$ cat src/rtl/ahb_burst_sequencer.sv
// AHB manager address/control sequencer: one burst per command, pipelined data-phase tracking.
// Optional: define AHB_BURST_1KB_SPLIT_EN to reissue INCR beats crossing a 1 KB boundary as NONSEQ.
module ahb_burst_sequencer #(
  parameter int unsigned ADDR_WIDTH = 32,
  parameter int unsigned DATA_WIDTH = 32,
  parameter int unsigned LEN_WIDTH  = 8
) (
  input  logic                  hclk,
  input  logic                  hresetn,
  input  logic                  cmd_valid,
  output logic                  cmd_ready,
  input  logic [ADDR_WIDTH-1:0] cmd_addr,
  input  logic [2:0]            cmd_burst,
  input  logic [2:0]            cmd_size,
  input  logic                  cmd_write,
  input  logic [LEN_WIDTH-1:0]  cmd_len,
  output logic [ADDR_WIDTH-1:0] haddr,
  output logic [1:0]            htrans,
  output logic [2:0]            hburst,
  output logic [2:0]            hsize,
  output logic                  hwrite,
  input  logic                  hready,
  input  logic                  hresp,
  output logic                  dphase_valid,
  output logic [LEN_WIDTH-1:0]  dphase_beat,
  output logic                  cmd_done,
  output logic                  cmd_err
);

  localparam logic [1:0] TR_IDLE   = 2'b00;
  localparam logic [1:0] TR_NONSEQ = 2'b10;
  localparam logic [1:0] TR_SEQ    = 2'b11;
  localparam logic [2:0] BURST_INCR = 3'b001;

  typedef enum logic [1:0] {ST_IDLE, ST_ADDR, ST_LAST_DATA, ST_ERR_WAIT} state_e;

  state_e                state_q, state_d;
  logic [ADDR_WIDTH-1:0] haddr_q, haddr_d;
  logic [1:0]            htrans_q, htrans_d;
  logic [2:0]            hburst_q, hburst_d;
  logic [2:0]            hsize_q, hsize_d;
  logic                  hwrite_q, hwrite_d;
  logic                  dval_q, dval_d;
  logic [LEN_WIDTH-1:0]  dbeat_q, dbeat_d;
  logic                  done_q, done_d;
  logic                  err_q, err_d;
  logic                  ready_q, ready_d;
  logic [LEN_WIDTH-1:0]  beat_q, beat_d;
  logic [LEN_WIDTH-1:0]  last_q, last_d;
  logic                  wrap_q, wrap_d;

  logic                  reject_c;
  logic [LEN_WIDTH-1:0]  last_c;
  logic [ADDR_WIDTH-1:0] step_c, inc_c, wmask_c, next_c;
  logic                  split_c;

  // Transfer wider than the data bus cannot be issued.
  assign reject_c = (32'd8 << cmd_size) > DATA_WIDTH;

  // Index of the final beat of the offered command.
  always_comb begin
    case (cmd_burst)
      3'b000:        last_c = '0;
      3'b001:        last_c = (cmd_len == '0) ? '0 : cmd_len - LEN_WIDTH'(1);
      3'b010, 3'b011: last_c = LEN_WIDTH'(3);
      3'b100, 3'b101: last_c = LEN_WIDTH'(7);
      default:       last_c = LEN_WIDTH'(15);
    endcase
  end

  // Wrap mask is (beats * step) - 1; only the bits under it advance for WRAP bursts.
  assign step_c  = ADDR_WIDTH'(1) << hsize_q;
  assign inc_c   = haddr_q + step_c;
  assign wmask_c = ((ADDR_WIDTH'(last_q) + ADDR_WIDTH'(1)) << hsize_q) - ADDR_WIDTH'(1);
  assign next_c  = wrap_q ? ((haddr_q & ~wmask_c) | (inc_c & wmask_c)) : inc_c;

`ifdef AHB_BURST_1KB_SPLIT_EN
  assign split_c = hburst_q[0] && (next_c[9:0] == 10'd0);
`else
  assign split_c = 1'b0;
`endif

  always_ff @(posedge hclk or negedge hresetn) begin
    if (!hresetn) begin
      state_q  <= ST_IDLE;
      haddr_q  <= '0;
      htrans_q <= TR_IDLE;
      hburst_q <= '0;
      hsize_q  <= '0;
      hwrite_q <= 1'b0;
      dval_q   <= 1'b0;
      dbeat_q  <= '0;
      done_q   <= 1'b0;
      err_q    <= 1'b0;
      ready_q  <= 1'b1;
      beat_q   <= '0;
      last_q   <= '0;
      wrap_q   <= 1'b0;
    end else begin
      state_q  <= state_d;
      haddr_q  <= haddr_d;
      htrans_q <= htrans_d;
      hburst_q <= hburst_d;
      hsize_q  <= hsize_d;
      hwrite_q <= hwrite_d;
      dval_q   <= dval_d;
      dbeat_q  <= dbeat_d;
      done_q   <= done_d;
      err_q    <= err_d;
      ready_q  <= ready_d;
      beat_q   <= beat_d;
      last_q   <= last_d;
      wrap_q   <= wrap_d;
    end
  end

  always_comb begin
    state_d  = state_q;
    haddr_d  = haddr_q;
    htrans_d = htrans_q;
    hburst_d = hburst_q;
    hsize_d  = hsize_q;
    hwrite_d = hwrite_q;
    dval_d   = dval_q;
    dbeat_d  = dbeat_q;
    done_d   = 1'b0;
    err_d    = 1'b0;
    beat_d   = beat_q;
    last_d   = last_q;
    wrap_d   = wrap_q;
    case (state_q)
      ST_IDLE: begin
        if (cmd_valid) begin
          if (reject_c) begin
            done_d = 1'b1;
            err_d  = 1'b1;
          end else begin
            haddr_d  = cmd_addr;
            htrans_d = TR_NONSEQ;
            hburst_d = cmd_burst;
            hsize_d  = cmd_size;
            hwrite_d = cmd_write;
            beat_d   = '0;
            last_d   = last_c;
            wrap_d   = (cmd_burst != 3'b000) && !cmd_burst[0];
            state_d  = ST_ADDR;
          end
        end
      end
      ST_ADDR: begin
        if (dval_q && hresp) begin
          // Error on the previous beat cancels everything still queued.
          htrans_d = TR_IDLE;
          if (hready) begin
            dval_d  = 1'b0;
            done_d  = 1'b1;
            err_d   = 1'b1;
            state_d = ST_IDLE;
          end else begin
            state_d = ST_ERR_WAIT;
          end
        end else if (hready) begin
          dval_d  = 1'b1;
          dbeat_d = beat_q;
          if (beat_q == last_q) begin
            htrans_d = TR_IDLE;
            state_d  = ST_LAST_DATA;
          end else begin
            beat_d   = beat_q + LEN_WIDTH'(1);
            haddr_d  = next_c;
            htrans_d = split_c ? TR_NONSEQ : TR_SEQ;
            if (split_c) hburst_d = BURST_INCR;
          end
        end
      end
      ST_LAST_DATA: begin
        if (hresp) begin
          if (hready) begin
            dval_d  = 1'b0;
            done_d  = 1'b1;
            err_d   = 1'b1;
            state_d = ST_IDLE;
          end else begin
            state_d = ST_ERR_WAIT;
          end
        end else if (hready) begin
          dval_d  = 1'b0;
          done_d  = 1'b1;
          state_d = ST_IDLE;
        end
      end
      ST_ERR_WAIT: begin
        if (hready) begin
          dval_d  = 1'b0;
          done_d  = 1'b1;
          err_d   = 1'b1;
          state_d = ST_IDLE;
        end
      end
      default: state_d = ST_IDLE;
    endcase
    ready_d = (state_d == ST_IDLE);
  end

  assign cmd_ready    = ready_q;
  assign haddr        = haddr_q;
  assign htrans       = htrans_q;
  assign hburst       = hburst_q;
  assign hsize        = hsize_q;
  assign hwrite       = hwrite_q;
  assign dphase_valid = dval_q;
  assign dphase_beat  = dbeat_q;
  assign cmd_done     = done_q;
  assign cmd_err      = err_q;

endmodule
$ cat config.mk
export PLATFORM = sky130hd
export DESIGN_NAME = ahb_burst_sequencer
export DESIGN_NICKNAME = d
export VERILOG_FILES = /design/src/rtl/ahb_burst_sequencer.sv
export SDC_FILE = /design/constraint.sdc
export NUM_CORES = 1
export LEC_CHECK = 0
export CAP_MARGIN = 40
export CORE_MARGIN = 5
export CORE_UTILIZATION = 40
export CTS_BUF_LIST = sky130_fd_sc_hd__clkbuf_8 sky130_fd_sc_hd__clkbuf_16
export DETAILED_ROUTE_END_ITERATION = 8
export PLACE_DENSITY = 0.67
export REMOVE_ABC_BUFFERS = 1
export SYNTH_ARGS = -nofsm -noshare
export SYNTH_HDL_FRONTEND = slang
export SYNTH_SLANG_ARGS = --single-unit
$ cat constraint.sdc
create_clock -name hclk -period 5.1 [get_ports hclk]
set_clock_uncertainty 0.15 [all_clocks]
set_input_delay 1.275 -clock hclk [delete_from_list [all_inputs] [get_ports hclk]]
set_output_delay 1.275 -clock hclk [all_outputs]
set_load 0.05 [all_outputs]
# --- After elaboration in Yosys (flattened, before gate mapping) ---
# Index checks and enable logic that the tools add are counted.
op_classes:
  addsub: 5
  n_lt_le_gt_ge: 1
  n_eq_ne: 15
  n_shift: 3
  n_mux: 41
  n_bitwise: 6
  n_reduce_logical: 18
ops:
  columns: ["op", "n"]
  rows:
  - ["$mux 32", 6]
  - ["$and 32x32->32", 2]
  - ["$pmux 32 s2", 1]
  - ["$mux 8", 6]
  - ["$add 32x32->32", 1]
  - ["$gt 32x6->1 const B", 1]
  - ["$not 32->32", 1]
  - ["$or 32x32->32", 1]
  - ["$pmux 8 s4", 1]
  - ["$shl 1x3->32 const A", 1]
  - ["$shl 4x3->32 const A", 1]
  - ["$shl 9x3->32", 1]
  - ["$sub 32x1->32 const B", 1]
  - ["$mux 2", 13]
  - ["$pmux 8 s2", 1]
  - ["$ne 2x2->1 const B", 5]
  - ["$add 8x1->9 const B", 1]
  - ["$add 8x1->8 const B", 1]
  - ["$eq 8x8->1", 1]
  - ["$logic_not 8->1", 1]
  - ["$mux 1", 8]
  - ["$pmux 2 s4", 1]
  - ["$sub 8x1->8 const B", 1]
  - ["$eq 3x2->1 const B", 2]
  - ["other kinds (21)", 30]
word_totals:
  register_bits: 72
  inputBits: 52
  output_inout_bits: 53
  word_cells: 103

# --- Depth between registers and ports, before layout ---
# Gate-level depths: netlist of run 1.
depth:
  word_depth: 11
  mapped_depth: 17
  mapped_depth_nobuf: 13

# --- Worst setup path after synthesis of run 1 ---
# Ideal clock, no wire load.
synth_path:
  path_type: "flip-flop to flip-flop"
  from: "reg hsize_q[1] (netlist: hsize[1])"
  to: "reg with a tool-made name"
  setup_ps: 131
  t_arrival_ps: 3610
  required_time_ps: 4819
  path_slack_ps: 1209
  stages_incl_launch_ff: 17
  n_path_buf: 4
  period_less_slack_ps: 3891
  path_cell_list: "dfrtp_1 -> clkbuf_1 -> buf_2 -> buf_2 -> clkbuf_1 -> nor3_1 -> ha_1 -> inv_1 -> fa_1 -> nor2b_1 -> o21a_1 -> o21ai_0 -> a21oi_1 -> o2111ai_1 -> or3_1 -> o22ai_1 -> a21oi_1"
synth_lines:
  columns: ["element", "line_no", "source"]
  rows:
  - ["start: declaration", "41", "logic [2:0] hsize_q, hsize_d;"]
  - ["start signal: assignment", "104", "hsize_q <= hsize_d;"]

==> results.json, run 1 <==
{
  "dp.cells": 970,
  "slowest_stage": "dfrtp_1",
  "vdd_drop_max_mv": 0.433,
  "cts-root-buf": "clkbuf_16",
  "synth_edf_count": 0,
  "grt_pass1_vias": 5744,
  "gp_congestion": 0.893,
  "dp_hpwl_um": 13000,
  "yosysWarningCount": 0,
  "power_mw": 5.09,
  "hold_viol": 0,
  "status": "completed",
  "numPortBuffers": 104,
  "drt-initial-drc-count": 574,
  "worstSetupPathType": "register to register",
  "setup_ws_ns": 1.05,
  "hold_class": "register to register",
  "min_path_cells": 1,
  "cp-start-kind": "register",
  "dieHeight_um": 128,
  "worstSkewPairLatency_ns": 0.35,
  "pre_cts_ws_ns": 0.976,
  "max-cap-violations": 0,
  "clock_path_buffers": 2,
  "grt_setup_unrepaired": "no",
  "dr.pass1.iters": 6,
  "setup_tns_ns": 0,
  "start_util": 0.405,
  "critPathMostFrequentCell": "and3_1",
  "regArea_um2": 1800,
  "cp.arrival_ns": 4.11,
  "crit_fanout": 16,
  "netlist_area_um2": 5600,
  "reg2regPathDepth": 10,
  "cts_setup_buffers": 0,
  "drt.antenna.violating_nets": 0,
  "cpPeakStageDelay_ns": 0.70,
  "rr_startpoint": "last_q[0]$_DFFE_PN0P_",
  "wirelength_um": 17800,
  "yosysUniqueCellTypes": 73,
  "drc": 0,
  "synth_area_leaders": "dfrtp_1 (32%), nand2_1 (5.7%), o21ai_0 (5.1%)",
  "ys_ff_latch": 72,
  "required_ns": 5.17,
  "seq_area_frac_synth": 0.322,
  "r2r_slack_ns": 1.05,
  "crit_buf_inv": 0,
  "n_fill_cell": 1308,
  "grt_antenna_before_repair": 0,
  "maxSlewViolCount": 0,
  "grt_overflow_total": 0,
  "rows": 43,
  "dieArea_um2": 16500,
  "cp_top_family": "simple AND/OR/NAND/NOR gates",
  "fmax_ghz": 0.247,
  "multi_input_comb_area_um2": 3540,
  "synth-main-ff-cell": "dfrtp_1",
  "fin_crit_ns": 4.05,
  "placed_area_um2": 6780,
  "cts_tree": "built",
  "ctsHtreeMaxLevel": 3,
  "wl_per_cell_um": 18.0,
  "worstHoldStart": "htrans[0]$_DFFE_PN0P_",
  "layout.cells.non_filler": 986,
  "post-route-cell-area_um2": 7110,
  "syn_inst": 718,
  "die_w_um": 128,
  "n_antenna_cell": 0,
  "holdBufCountCts": 0,
  "clkTransAtPathRegs_ns": 0.06,
  "leakage_nw": 2.79,
  "min_to": "htrans[0]$_DFFE_PN0P_",
  "worst_setup_path_end_kind": "register",
  "finalCritPeriodShare": 0.794,
  "yosys.area.top_type": "dfrtp_1",
  "layout.nets": 867,
  "area_growth_pct": 26.9,
  "numCtsBuffers": 9,
  "grt_max_degree": 49,
  "postLayoutCoreUtil": 0.514,
  "drive_gt1_frac": 0.0682,
  "synth.top_cell.area_share": 0.317,
  "p_per_area_nw_per_um2": 715,
  "slew_headroom": 0.492,
  "cts.sinks": 72,
  "via_per_inst": 5.97,
  "setup_viol": 0,
  "whs_ns": 0.335,
  "tightest_slew_ns": 0.763,
  "coreArea_um2": 13800,
  "grtUsageTotal": 0.218,
  "worstPathCellList": "ha_1 -> and3_1 -> a311oi_1 -> or4_1 -> and3_1 -> a311o_1 -> nor3_1 -> a31o_2 -> and2_1 -> a21oi_1",
  "syn_avg_cell_area_um2": 7.80,
  "num_io_pins": 105,
  "synthArstFlopShare": 1.00,
  "grt_pass1_wl_um": 29100,
  "cts_resized": 0,
  "num_vias": 5890
}
power breakdown:
part           internal [mW]  leakage (nW)  switching [mW]
Combinational           1.17          1.76            2.04
Clock                  0.443         0.159           0.261
Sequential             0.803         0.877           0.376
Total                   2.41          2.79            2.67
cell usage in the layout (no fill, tap or decap), types with 16 or more instances in the layout:
cell type | synthesis | routed
clkdlybuf4s50_1 | 0 | 103
nand2_1 | 85 | 85
dfrtp_1 | 71 | 71
nor2_1 | 66 | 66
o21ai_0 | 57 | 57
a21oi_1 | 55 | 55
a31oi_1 | 34 | 34
xnor2_1 | 28 | 28
nand3_1 | 26 | 26
inv_1 | 22 | 22
nor3_1 | 17 | 17
o22ai_1 | 16 | 16
layout make-up:
| cell class | instances | share of cell area |
|---|---|---|
| Multi-Input combinational cell | 580 | 0.499 |
| Sequential cell | 72 | 0.254 |
| Timing Repair Buffer | 116 | 0.158 |
| Clock buffer | 10 | 0.0336 |
| Tap cell | 180 | 0.0317 |
| Clock inverter | 6 | 0.0127 |
| Inverter | 22 | 0.0116 |
logic make-up (layout without fill, tap and decap cells):
| kind of cell | count (synthesis) | after routing | synth area share |
|---|---|---|---|
| and+or+nand+nor | 276 | 276 | 0.241 |
| AOI/OAI and AO/OA | 235 | 235 | 0.266 |
| DFF | 72 | 72 | 0.322 |
| buffers and inverters | 66 | 154 | 0.0467 |
| xor gates and xnor gates | 39 | 39 | 0.0610 |
| muxes | 16 | 16 | 0.0310 |
| adders and majority gates | 14 | 14 | 0.0326 |
cell usage after synthesis (5+ instances only):
cell and number:
nor2_1 66, nand2_1 85, a21oi_1 55, nor4_1 6
ha_1 13, mux2i_1 5, o22ai_1 16, nand2b_1 11
nor2b_1 7, buf_2 5, xor2_1 11, inv_1 22
a211oi_1 9, nand4_1 13, nor3_1 17, and3_1 10
and2_1 8, dfrtp_1 71, buf_1 6, a21o_1 5
nand3_1 26, o21ai_0 57, o31ai_1 7, mux2_2 10
clkbuf_1 31, o21a_1 9, xnor2_1 28, a31oi_1 34
worst max-delay path by stage:
stage / start / endpoint / slack (ns) / cells past startpoint
3_3_place_gp: cmd_size[1] / register / 1.09 / 10
2_1_floorplan: hsize[1]$_DFFE_PN0P_ / register / 1.32 / 12
4_1_cts: last_q[0]$_DFFE_PN0P_ / register / 1.10 / 12
6_report: last_q[0]$_DFFE_PN0P_ / register / 1.05 / 10
3_5_place_dp: cmd_size[1] / register / 0.98 / 10
5_1_grt: last_q[0]$_DFFE_PN0P_ / register / 0.76 / 10
metal layers:
metal | track usage | vias up | wire (µm)
met4 | 0.0737 | 0 | 407
met1 | 0.288 | 2806 | 7810
li1 | - | 2811 | -
met2 | 0.358 | 241 | 8310
met3 | 0.0444 | 32 | 1250
met5 | 0 | - | 0
(Power assumes the default switching activity.)
==> inputs of run 2 (changes only) <==
==> constraint.sdc (replaced) <==
create_clock -name hclk -period 4.07 [get_ports hclk]
set_clock_uncertainty 0.15 [all_clocks]
set_input_delay 1.0175 -clock hclk [delete_from_list [all_inputs] [get_ports hclk]]
set_output_delay 1.0175 -clock hclk [all_outputs]
set_load 0.05 [all_outputs]
==> run 2 against run 1 <==
Worst hold slack better by 0.0016 ns. Clock power is 18% higher. Via count up 0.58%. Final cell count is 1.4% higher. Die area stayed put. Critical path type unchanged. Largest cell class unchanged. Largest power group unchanged. Highest routed layer unchanged.
==> results.json, run 2 (synthesized netlist as in run 1, its figures left out) <==
{
  "clkTransAtPathRegs_ns": 0.06,
  "grt_setup_unrepaired": "no",
  "num_io_pins": 105,
  "vdd_drop_max_mv": 0.478,
  "final_cell_mix": "clkdlybuf4s50_1 (103), nand2_1 (85), dfrtp_1 (71)",
  "rows": 43,
  "final_common_cell": "clkdlybuf4s50_1",
  "leakage_nw": 2.87,
  "numPortBuffers": 104,
  "dp_hpwl_um": 13500,
  "drive_gt1_frac": 0.0805,
  "gp_congestion": 0.899,
  "m1WireLength_um": 7750,
  "setup_ws_ns": 0.301,
  "n_fill_cell": 1297,
  "worstSetupPathType": "register to register",
  "coreArea_um2": 13800,
  "status": "completed",
  "p_per_area_nw_per_um2": 889,
  "cp_top_family": "simple AND/OR/NAND/NOR gates",
  "tightest_slew_ns": 0.895,
  "slowest_stage": "or4_1",
  "pre_cts_ws_ns": 0.280,
  "dieArea_um2": 16500,
  "dr.pass1.iters": 5,
  "required_ns": 4.14,
  "grt_max_degree": 50,
  "area_growth_pct": 28.6,
  "numCtsBuffers": 9,
  "multi_input_comb_area_um2": 3550,
  "cts_tree": "built",
  "cts-root-buf": "clkbuf_16",
  "dr_wl_met2_um": 8470,
  "cts_setup_buffers": 0,
  "grt_pass1_wl_um": 29100,
  "worst_setup_path_end_kind": "register",
  "wl_per_cell_um": 17.9,
  "dieHeight_um": 128,
  "setup_viol": 0,
  "grtUsageTotal": 0.218,
  "regArea_um2": 1800,
  "post-route-cell-area_um2": 7210,
  "holdBufCountCts": 0,
  "n_antenna_cell": 0,
  "slew_headroom": 0.398,
  "setup_tns_ns": 0,
  "drc": 0,
  "finalCritPeriodShare": 0.926,
  "maxUsedRoutingLayer": "met4",
  "ctsHtreeMaxLevel": 3,
  "cts.sinks": 72,
  "clock_path_buffers": 2,
  "wl_met3_um": 1170,
  "hold_class": "register to register",
  "placed_area_um2": 6890,
  "via_per_inst": 5.92,
  "grt_antenna_before_repair": 0,
  "drt-initial-drc-count": 646,
  "layout.nets": 881,
  "hold_viol": 0,
  "fmax_ghz": 0.265,
  "max-cap-violations": 0,
  "worstSkewPairLatency_ns": 0.34,
  "num_vias": 5924,
  "cp.arrival_ns": 3.84,
  "grt_overflow_total": 0,
  "grt_pass1_vias": 5838,
  "worstPathCellList": "ha_1 -> and3_1 -> a311oi_1 -> or4_1 -> and3_1 -> a311o_1 -> or4_1 -> a31oi_1 -> mux2i_1 -> nand3_1",
  "die_w_um": 128,
  "crit_buf_inv": 0,
  "postLayoutCoreUtil": 0.521,
  "cpPeakStageDelay_ns": 0.56,
  "drt.antenna.violating_nets": 0,
  "crit_fanout": 8,
  "maxSlewViolCount": 0,
  "power_mw": 6.41,
  "fin_crit_ns": 3.77,
  "wirelength_um": 17900,
  "start_util": 0.405,
  "cp-start-kind": "register"
}
==> run 2: cell types whose count changed in the layout (fill, tap and decap cells not counted), sizes merged <==
cell,before,now
clkinv,2,1
inv,23,26
clkbuf,10,9
clkinvlp,1,0
buf,13,27
==> run 2: timing repair <==
item                                    CTS  global route
endpoints found under the setup margin    0             7
gates resized for setup                   0             2
endpoints found under the hold margin     0             0
==> run 2: path summary, 6_finish.rpt <==
check / slack [ns] / endpoint / depth (start not counted) / from
worst min register to register: 0.34 / hburst[1]$_DFFE_PN0P_ / 2 / hburst[1]$_DFFE_PN0P_
max in group asynchronous: 2.68 / beat_q[3]$_DFFE_PN0P_ / 2 / hresetn
min in group asynchronous: 0.51 / async pin / 2 / hresetn
worst min-delay path: 0.34 / hburst[1]$_DFFE_PN0P_ / 2 / hburst[1]$_DFFE_PN0P_
worst max-delay path: 0.30 / register / 10 / last_q[1]$_DFFE_PN0P_
worst max register to register: 0.30 / register / 10 / last_q[1]$_DFFE_PN0P_
==> run 2: metrics by stage <==
stage | hold WS [ns] | cells
floorplan | 0.372 | 674
global placement | 0.315 | 984
detailed placement | 0.321 | 984
CTS | 0.343 | 1000
global route | 0.359 | 1000
finish | 0.337 | 1000
==> run 2: power by group <==
group | internal, mW | switching (mW)
logic | 1.52 | 2.63
clock network | 0.529 | 0.304
registers | 1.01 | 0.420
==> run 2: layout make-up <==
class,count,share of cell area
multi-input combinational,580,0.493
sequential,72,0.250
tap,180,0.0313
clock buffer,9,0.0313
timing repair buffer,130,0.171
inverter,22,0.0115
clock inverter,7,0.0116
==> run 2: worst reg2reg max path: cells and delay by family, from the launching register on <==
kind                       cells  cell delay [ns]
and+or+nand+nor                5             1.67
AOI/OAI and AO/OA              3             0.75
adders and majority gates      1             0.36
DFF                            1             0.51
muxes                          1             0.21
==> run 2: metal layers <==
metal,track usage,vias up
met3,0.0473,41
met5,0,-
li1,-,2834
met4,0.0880,0
met1,0.279,2813
met2,0.358,236
